--- src/rtl/mem16kb_arbiter.sv ---
// rtl/mem16kb_arbiter.sv - four-port round-robin arbiter with lock mode for the 16 KB byte memory
//
// Shares one single-port memory (synchronous write, registered read) between
// four requesters. At most one access is granted per cycle. The granted
// requester's address/data/we drive the memory port directly, so grant
// latency is zero. Read data returns one cycle later, tagged with a
// per-requester rvalid strobe.
//
// Ports:
//   clk, rst        clock; asynchronous active-high reset
//   req[3:0]        per-requester request, held until granted
//   req_we[3:0]     per-requester write enable (1 = write)
//   req_lock[3:0]   per-requester lock; keeps the grant across cycles
//   req_addr        packed addresses, requester i at [i*ADDR_W +: ADDR_W]
//   req_wdata       packed write data, requester i at [i*DATA_W +: DATA_W]
//   gnt[3:0]        one-hot grant, combinational in the accepted cycle
//   rvalid[3:0]     one-cycle read-return strobe
//   rdata           shared read data, qualified by rvalid
//   mem_addr, mem_data_in, mem_we   memory command port
//   mem_data_out    memory registered read data
module mem16kb_arbiter #(
  parameter int ADDR_W = 14,
  parameter int DATA_W = 8
) (
  input  logic                clk,
  input  logic                rst,
  input  logic [3:0]          req,
  input  logic [3:0]          req_we,
  input  logic [3:0]          req_lock,
  input  logic [4*ADDR_W-1:0] req_addr,
  input  logic [4*DATA_W-1:0] req_wdata,
  output logic [3:0]          gnt,
  output logic [3:0]          rvalid,
  output logic [DATA_W-1:0]   rdata,
  output logic [ADDR_W-1:0]   mem_addr,
  output logic [DATA_W-1:0]   mem_data_in,
  output logic                mem_we,
  input  logic [DATA_W-1:0]   mem_data_out
);

  typedef enum logic {ARB, LOCKED} state_t;

  state_t              state_q, state_d;
  logic [1:0]          ptr_q, ptr_d;
  logic [1:0]          owner_q, owner_d;
  logic                rd_pend_q, rd_pend_d;
  logic [1:0]          rd_id_q, rd_id_d;

  // Last driven command, so the memory port holds its value on idle cycles.
  logic [ADDR_W-1:0]   addr_q;
  logic [DATA_W-1:0]   wdata_q;

  logic [ADDR_W-1:0]   addr_arr  [4];
  logic [DATA_W-1:0]   wdata_arr [4];

  logic                win_valid;
  logic [1:0]          win;
  logic [1:0]          idx;
  logic                take;
  logic                grant;
  logic [1:0]          sel;

  always_comb begin
    for (int i = 0; i < 4; i++) begin
      addr_arr[i]  = req_addr[i*ADDR_W +: ADDR_W];
      wdata_arr[i] = req_wdata[i*DATA_W +: DATA_W];
    end
  end

  // Rotating priority search: scanning offsets from 3 down to 0 lets the
  // smallest offset from ptr (highest priority) overwrite the result last.
  always_comb begin
    win_valid = 1'b0;
    win       = 2'd0;
    idx       = 2'd0;
    for (int k = 3; k >= 0; k--) begin
      idx = ptr_q + 2'(k);
      if (req[idx]) begin
        win_valid = 1'b1;
        win       = idx;
      end
    end
  end

  always_comb begin
    state_d = state_q;
    ptr_d   = ptr_q;
    owner_d = owner_q;
    take    = 1'b0;
    sel     = win;
    case (state_q)
      ARB: begin
        if (win_valid) begin
          take  = 1'b1;
          sel   = win;
          ptr_d = win + 2'd1;
          if (req_lock[win]) begin
            state_d = LOCKED;
            owner_d = win;
          end
        end
      end
      LOCKED: begin
        // Only the owner may be served; everyone else waits.
        ptr_d = owner_q + 2'd1;
        if (req[owner_q]) begin
          take = 1'b1;
          sel  = owner_q;
          if (!req_lock[owner_q]) begin
            state_d = ARB;
          end
        end else begin
          state_d = ARB;
        end
      end
      default: begin
        state_d = ARB;
      end
    endcase
  end

  // Grants and writes are suppressed while reset is held, independent of req.
  assign grant = take & ~rst;

  always_comb begin
    gnt = 4'b0000;
    if (grant) begin
      gnt[sel] = 1'b1;
    end
  end

  assign mem_we      = grant & req_we[sel];
  assign mem_addr    = grant ? addr_arr[sel]  : addr_q;
  assign mem_data_in = grant ? wdata_arr[sel] : wdata_q;

  always_comb begin
    rd_pend_d = 1'b0;
    rd_id_d   = rd_id_q;
    if (grant && !req_we[sel]) begin
      rd_pend_d = 1'b1;
      rd_id_d   = sel;
    end
  end

  always_ff @(posedge clk or posedge rst) begin
    if (rst) begin
      state_q   <= ARB;
      ptr_q     <= 2'd0;
      owner_q   <= 2'd0;
      rd_pend_q <= 1'b0;
      rd_id_q   <= 2'd0;
      addr_q    <= '0;
      wdata_q   <= '0;
    end else begin
      state_q   <= state_d;
      ptr_q     <= ptr_d;
      owner_q   <= owner_d;
      rd_pend_q <= rd_pend_d;
      rd_id_q   <= rd_id_d;
      addr_q    <= mem_addr;
      wdata_q   <= mem_data_in;
    end
  end

  // The memory registers its read output, so the returning data lines up
  // with the cycle after the grant.
  assign rvalid = rd_pend_q ? (4'b0001 << rd_id_q) : 4'b0000;
  assign rdata  = rd_pend_q ? mem_data_out : '0;

endmodule
--- config.mk ---
export PLATFORM = sky130hd
export DESIGN_NAME = mem16kb_arbiter
export DESIGN_NICKNAME = d
export VERILOG_FILES = /design/src/rtl/mem16kb_arbiter.sv
export SDC_FILE = /design/constraint.sdc
export NUM_CORES = 1
export LEC_CHECK = 0
export CORE_MARGIN = 4
export CORE_UTILIZATION = 34
export CTS_BUF_LIST = sky130_fd_sc_hd__clkbuf_2 sky130_fd_sc_hd__clkbuf_4 sky130_fd_sc_hd__clkbuf_8
export DETAILED_ROUTE_END_ITERATION = 7
export GPL_ROUTABILITY_DRIVEN = 0
export PLACE_DENSITY = 0.9
export SYNTH_ARGS = -nofsm -noshare
export SYNTH_HDL_FRONTEND = slang
export SYNTH_SLANG_ARGS = --single-unit
--- constraint.sdc ---
create_clock -name clk -period 2.3 [get_ports clk]
set_clock_uncertainty 0.15 [all_clocks]
set_input_delay 0.23 -clock clk [delete_from_list [all_inputs] [get_ports clk]]
set_output_delay 0.23 -clock clk [all_outputs]
set_load 0.01 [all_outputs]
# Word-level counts from Yosys, hierarchy flattened
# Index checks and enable logic that the tools add are counted.
# word_totals
word_cells,82
in_bits,110
out_inout_bits,39
register_bits,30
# classes
n_bitwise,5
n_shift,1
n_addsub,5
n_eq_ne,1
order_cmp,9
n_reduce_logical,4
muxes,50
# op_table
operator,count
2-to-1 mux 14 bit,3
2-to-1 mux 8 bit,4
binary-select mux 14 bit (select 2 bit),1
"< comparator 2 x 3 -> 1 bit, second input constant",7
2-to-1 mux 1 bit,20
binary-select mux 1 bit (select 2 bit),8
binary-select mux 8 bit (select 2 bit),1
2-to-1 mux 2 bit,6
2-to-1 mux 4 bit,2
one-hot mux 2 bit (2 select lines),2
"adder 2 x 1 -> 2 bit, second input constant",3
"adder 2 bit, second input constant",2
one-hot mux 1 bit (2 select lines),2
"<< shifter 1 x 2 -> 4 bit, first input constant",1
">= comparator 3 bit, second input constant",1
NOT 2 -> 3 bit,1
AND reduction 3 bit,1
bitwise AND 1 bit,2
demux 1 bit (select 2 bit),1
">= comparator 2 x 1 -> 1 bit, second input constant",1
logical AND 1 bit,2
"inequality test 2 bit, second input constant",1
NOT 1 bit,2
zero test 1 bit,1

# Depth between registers and ports, before layout
# logic_depth
ltp_word,14
ltp_mapped,8
ltp_nobuf,6

# Worst setup path after synthesis
# OpenSTA, ideal clock, no wires.
# synth_path
path_kind,reg-to-output
from,reg ptr_q[1]
to,out mem_addr[10]
required_time_ps,1920
path_stages_with_launch,8
path_buffers,1
setup_slack_ps,-43
t_arrival_ps,1963
cell_sequence,dfrtp_1 -> nand2b_1 -> a21oi_1 -> nor3_4 -> a32o_1 -> buf_6 -> a221o_1 -> o22a_1
# synth_via
elab_chain_len,14
elab_cells_between_ends,29
cone_classes,add/sub (3); mux (24); bitwise (2)
# synth_rtl
element,line_no,source
"start, declared",44,"logic [1:0] ptr_q, ptr_d;"
"start signal, assigned",156,ptr_q <= ptr_d;
adder 2 bit,77,idx = ptr_q + 2'(k);
binary-select mux 1 bit (select 2 bit),78,if (req[idx]) begin
2-to-1 mux 1 bit (not written as such),78,
2-to-1 mux 2 bit (4 in a row),78,
2-to-1 mux 2 bit,106,if (req[owner_q]) begin
one-hot mux 2 bit (2 select lines),91,case (state_q)
NOT 2 -> 3 bit (not written as such),133,assign mem_addr = grant ? addr_arr[sel] : addr_q;
binary-select mux 14 bit (select 2 bit),133,
2-to-1 mux 14 bit (not written as such) (2 in a row),133,
2-to-1 mux 14 bit *,133,
"end, declared",35,"output logic [ADDR_W-1:0] mem_addr,"
# Every way passes the cells marked *; elsewhere a longest branch is shown, timed or not. The select of a mux whose other input is x is not followed.

# Worst setup path after layout
# layout_path
from,reg owner_q[0]
to,out mem_addr[6]
# layout_via
elab_chain_len,9
elab_cells_between_ends,12
cone_classes,mux (10); bitwise (2)
# layout_rtl
element,line_no,source
"start, declared",45,"logic [1:0] owner_q, owner_d;"
"start signal, assigned",157,owner_q <= owner_d;
binary-select mux 1 bit (select 2 bit),106,
2-to-1 mux 1 bit (not written as such),106,
2-to-1 mux 2 bit,106,
one-hot mux 2 bit (2 select lines),91,
NOT 2 -> 3 bit (not written as such),133,
binary-select mux 14 bit (select 2 bit),133,
2-to-1 mux 14 bit (not written as such) (2 in a row),133,
2-to-1 mux 14 bit *,133,
# Marks and branches as above.

==> impl_table.tex <==
\begin{tabular}{lr}
\hline
Metric & Value \\
\hline
\multicolumn{2}{l}{\textbf{Floorplan}} \\
\quad \# IOs & 149 \\
\quad Die Y-Extent & 90.02 um \\
\quad X dimension of the die & 90.02 um \\
\quad Count of standard-cell rows & 29 \\
\quad Initial core utilization & 0.3541 \\
\quad Total Die Area & 8104 sq um \\
\quad Total core area & 6459 sq um \\
\multicolumn{2}{l}{\textbf{Status}} \\
\quad Violated checks & negative setup slack \\
\quad Run status & finished, violations left \\
\multicolumn{2}{l}{\textbf{Route}} \\
\quad Number of nets still failing antenna checks after routing & 0 \\
\quad Overall routed net length & 13.00 mm \\
\quad Number of DRC violations after detailed-routing iteration 0 & 278 \\
\quad First-pass detailed-route iteration total & 5 \\
\quad Vias post-DR & 3542 \\
\quad DRT met1 WL & 4.580 mm \\
\quad Mean number of vias per cell & 6.236 \\
\quad DRC violations left & 0 \\
\quad Top routing layer in use & met4 \\
\quad Met3 wire len & 1.405 mm \\
\quad Met2 wire length & 6.198 mm \\
\quad Wire per inst & 22.88 um \\
\multicolumn{2}{l}{\textbf{Critical path}} \\
\quad Startpoint types & flop \\
\quad Crit-path most repeated cell & sky130\_fd\_sc\_hd\_\_buf\_6 \\
\quad Largest incremental delay on the critical path & 440 ps \\
\quad Worst path required time & 1920 ps \\
\quad Critical path arrival & 2560 ps \\
\quad Crit Path Category & flop to output port \\
\quad Capture instance of the worst register-to-register path & addr\_q[12] \\
\quad Setup slack, reg-to-reg & -180 ps \\
\quad Maximum fanout count along the critical path & 12 \\
\quad CP Capture Type & output port \\
\quad Reg2Reg Depth & 8 \\
\quad Reg-to-reg critical path startpoint & owner\_q[0] \\
\quad Cell breakdown of the critical path & mux2i\_4 -> buf\_12 -> o22ai\_4 -> buf\_6 -> nor4\_4 -> buf\_6 -> clkbuf\_16 -> o21ai\_0 -> a21oi\_1 -> o22a\_1 -> buf\_2 \\
\quad Cell with the largest stage delay on the worst path & sky130\_fd\_sc\_hd\_\_dfrtp\_2 \\
\multicolumn{2}{l}{\textbf{Clock tree}} \\
\quad Clock root buffer & sky130\_fd\_sc\_hd\_\_clkbuf\_8 \\
\quad TritonCTS buffer count & 5 \\
\quad Clk\_lat worst skew & 280 ps \\
\quad Sink Count & 30 \\
\quad CTS tree & yes \\
\quad Hold-fix buffers, CTS & 0 \\
\quad Clock transition at the registers of the reported paths & 80 ps \\
\quad Largest buffer count on any clock path & 2 \\
\quad H-Tree Level Count & 2 \\
\multicolumn{2}{l}{\textbf{Global routing}} \\
\quad Maximum number of pins on one net before global-route repair & 31 \\
\quad Sum of overflow across all layers after global routing & 0 \\
\quad Number of antenna violations at the first check in global routing & 0 \\
\quad GRT Resource Usage Total & 0.2612 \\
\quad Global-route wire length before repair & 17.03 mm \\
\quad Number of global-route vias before repair & 3445 \\
\multicolumn{2}{l}{\textbf{Synth}} \\
\quad Combinational family with the most area after synthesis & compound AO/OA/AOI/OAI gates \\
\quad Most frequently used flop master after synthesis & sky130\_fd\_sc\_hd\_\_dfrtp\_1 \\
\quad Mapped Area & 2287 sq um \\
\quad Post-Synth Simple-Gate Area & 0.1887 \\
\quad Number of enable-type register cells in the synthesized netlist & 0 \\
\quad Count of distinct cell types in the synthesized netlist & 44 \\
\quad Adder-cell area share of the yosys netlist & 0 \\
\quad Mux contribution to synthesized area & 0.03282 \\
\quad FF+latch count, synth & 30 \\
\quad Number of instances in the synthesized netlist & 264 \\
\quad Synthesized-area fraction occupied by ao, oa, aoi and oai cells & 0.3813 \\
\quad Async set or reset register ratio after synthesis & 1.000 \\
\quad Avg Cell Area, Syn & 8.664 sq um \\
\quad Count of yosys warnings during synthesis & 0 \\
\quad Xor and xnor area share after synthesis & 0.007659 \\
\quad Sequential fraction of the synthesis area & 0.3282 \\
\quad Syn nets & 374 \\
\multicolumn{2}{l}{\textbf{Final layout}} \\
\quad Most common cell after layout, fill and taps aside & sky130\_fd\_sc\_hd\_\_clkdlybuf4s50\_1 \\
\quad Most frequent cells in the layout & sky130\_fd\_sc\_hd\_\_clkdlybuf4s50\_1 (117), sky130\_fd\_sc\_hd\_\_buf\_4 (57), sky130\_fd\_sc\_hd\_\_dfrtp\_1 (29), sky130\_fd\_sc\_hd\_\_buf\_6 (29), sky130\_fd\_sc\_hd\_\_nand3\_1 (24) \\
\quad Final-layout fill cell count & 403 \\
\quad Number of non-filler instances in the completed layout & 568 \\
\quad Combined area of the multi-input logic cells & 1648 sq um \\
\quad Number of nets in the finished design & 600 \\
\quad Layout overhead on the synthesized area & 114.4\% \\
\quad Ratio of cells with drive above 1 in the final layout & 0.3747 \\
\quad Total inserted antenna cells & 0 \\
\quad Final design instance area without fill & 4903 sq um \\
\quad Register area & 752.0 sq um \\
\multicolumn{2}{l}{\textbf{Timing}} \\
\quad Setup total negative slack & -15170 ps \\
\quad Slew at the pin closest to its max-slew limit & 421.4 ps \\
\quad Number of hold violations in the final report & 0 \\
\quad Final worst path period need & 2937 ps \\
\quad Setup violations, final & 43 \\
\quad Period Utilization, post-route & 1.277 \\
\quad Max Clk Rate & 0.3405 GHz \\
\quad Pins Over Slew Limit & 0 \\
\quad Worst-case hold slack & 325.8 ps \\
\quad Setup repair after global routing missed its margin & yes \\
\quad Worst slew margin relative to its limit & 0.7191 \\
\quad Final worst setup slack & -636.7 ps \\
\multicolumn{2}{l}{\textbf{Pwr}} \\
\quad Peak VDD IR & 0.7205 mV \\
\quad PD cells & 1377 nW/um\^{}2 \\
\quad Leakage power of the design & 0.002052 uW \\
\multicolumn{2}{l}{\textbf{Job}} \\
\quad Reported max-cap violation count & 0 \\
\multicolumn{2}{l}{\textbf{Placed design}} \\
\quad DP Cell Count & 519 \\
\quad Detailed placement HPWL & 7.823 mm \\
\quad Port buffer count & 148 \\
\quad Area after DPL & 4194 sq um \\
\quad Post-placement worst setup slack & -1344 ps \\
\multicolumn{2}{l}{\textbf{Worst hold path}} \\
\quad Min-delay worst type & input pin to asynchronous set/reset pin \\
\hline
\end{tabular}
[worst max-delay path: cells and delay by family, from the launching register on]
kind	cells	cell delay, ps
multiplexers	1	320
AND/OR/NAND/NOR	1	150
AO/OA/AOI/OAI	4	580
buffers and inverters	5	780
flip-flops	1	440
[layer usage]
metal	track usage	vias up
met4	0.1352	0
met3	0.07846	85
met5	0	-
met1	0.2770	1660
met2	0.4655	306
li1	-	1491
[power breakdown]
part	leakage [uW]	switching (uW)	internal, uW	total [uW]
logic	0.00166	2550	2770	5320
registers	0.000340	167	801	968
clock network	0.0000472	227	241	468
total	0.00205	2940	3810	6750
[cell families (layout without fill, tap and decap cells)]
family	after synthesis	count (layout)
AO/OA/AOI/OAI	119	119
XOR/XNOR	2	2
buffers and inverters	28	255
flip-flops	30	30
multiplexers	6	6
AND/OR/NAND/NOR	79	79
[cell usage after synthesis, types with 2 or more instances]
cell | instances | area (sq um)
sky130_fd_sc_hd__a32o_1 | 2 | 20.02
sky130_fd_sc_hd__xnor2_1 | 2 | 17.52
sky130_fd_sc_hd__nor3_1 | 5 | 25.02
sky130_fd_sc_hd__o211ai_1 | 2 | 15.01
sky130_fd_sc_hd__buf_6 | 4 | 45.04
sky130_fd_sc_hd__a221oi_1 | 2 | 17.52
sky130_fd_sc_hd__or2_2 | 4 | 25.02
sky130_fd_sc_hd__dfrtp_1 | 30 | 750.7
sky130_fd_sc_hd__nor4_1 | 2 | 12.51
sky130_fd_sc_hd__and3_1 | 3 | 18.77
sky130_fd_sc_hd__buf_2 | 4 | 20.02
sky130_fd_sc_hd__mux2_2 | 2 | 22.52
sky130_fd_sc_hd__nand2_1 | 9 | 33.78
sky130_fd_sc_hd__a31oi_1 | 2 | 12.51
sky130_fd_sc_hd__inv_1 | 7 | 26.28
sky130_fd_sc_hd__a221o_1 | 22 | 220.2
sky130_fd_sc_hd__nand3_1 | 24 | 120.1
sky130_fd_sc_hd__o21ai_0 | 27 | 135.1
sky130_fd_sc_hd__a21oi_1 | 29 | 145.1
sky130_fd_sc_hd__nor2_1 | 12 | 45.04
sky130_fd_sc_hd__o22a_1 | 23 | 201.4
sky130_fd_sc_hd__mux2i_1 | 3 | 30.03
sky130_fd_sc_hd__o32ai_2 | 2 | 32.53
sky130_fd_sc_hd__nand2b_1 | 3 | 18.77
sky130_fd_sc_hd__clkbuf_1 | 13 | 48.80
sky130_fd_sc_hd__and2_1 | 8 | 50.05
[layout make-up]
cell class | instances | area share
timing repair buffer | 240 | 0.4662
tap | 77 | 0.01965
clock inverter | 2 | 0.002552
multi-input combinational | 206 | 0.3361
inverter | 7 | 0.005359
clock buffer | 6 | 0.01684
sequential | 30 | 0.1534
[sequential cells by signal, summed over array words and instances, names as in the netlist]
| register | count |
|---|---|
| addr_q | 14 |
| owner_q | 2 |
| ptr_q | 2 |
| rd_id_q | 2 |
| rd_pend_q | 1 |
| state_q | 1 |
| wdata_q | 8 |
[per-stage QoR]
stage | total power [uW] | util
global placement | 4767 | 0.6494
detailed placement | 4884 | 0.6494
floorplan | 2972 | -
finish | 6752 | 0.7592
global route | 7037 | 0.7592
CTS | 5595 | 0.6922
[how the worst max path moves through the flow]
stage                     startpoint             end  slack, ps  cells past startpoint
final                     owner_q[0]     mem_addr[6]       -640                     11
after global routing        ptr_q[1]     mem_addr[6]       -730                     10
after CTS                 owner_q[0]     mem_addr[3]       -570                      8
after detailed placement      req[2]  mem_data_in[1]      -1340                      7
after global placement        req[2]    mem_addr[13]      -1250                      8
after floorplan             ptr_q[1]     mem_addr[7]         10                      7
[what timing repair did]
item	4_1_cts	5_1_grt
gates resized for setup	130	87
gates cloned	1	3
pin swaps	9	31
endpoints found under the setup margin	51	51
buffers inserted	17	22
Note: power is estimated with default switching activity, not from simulation.
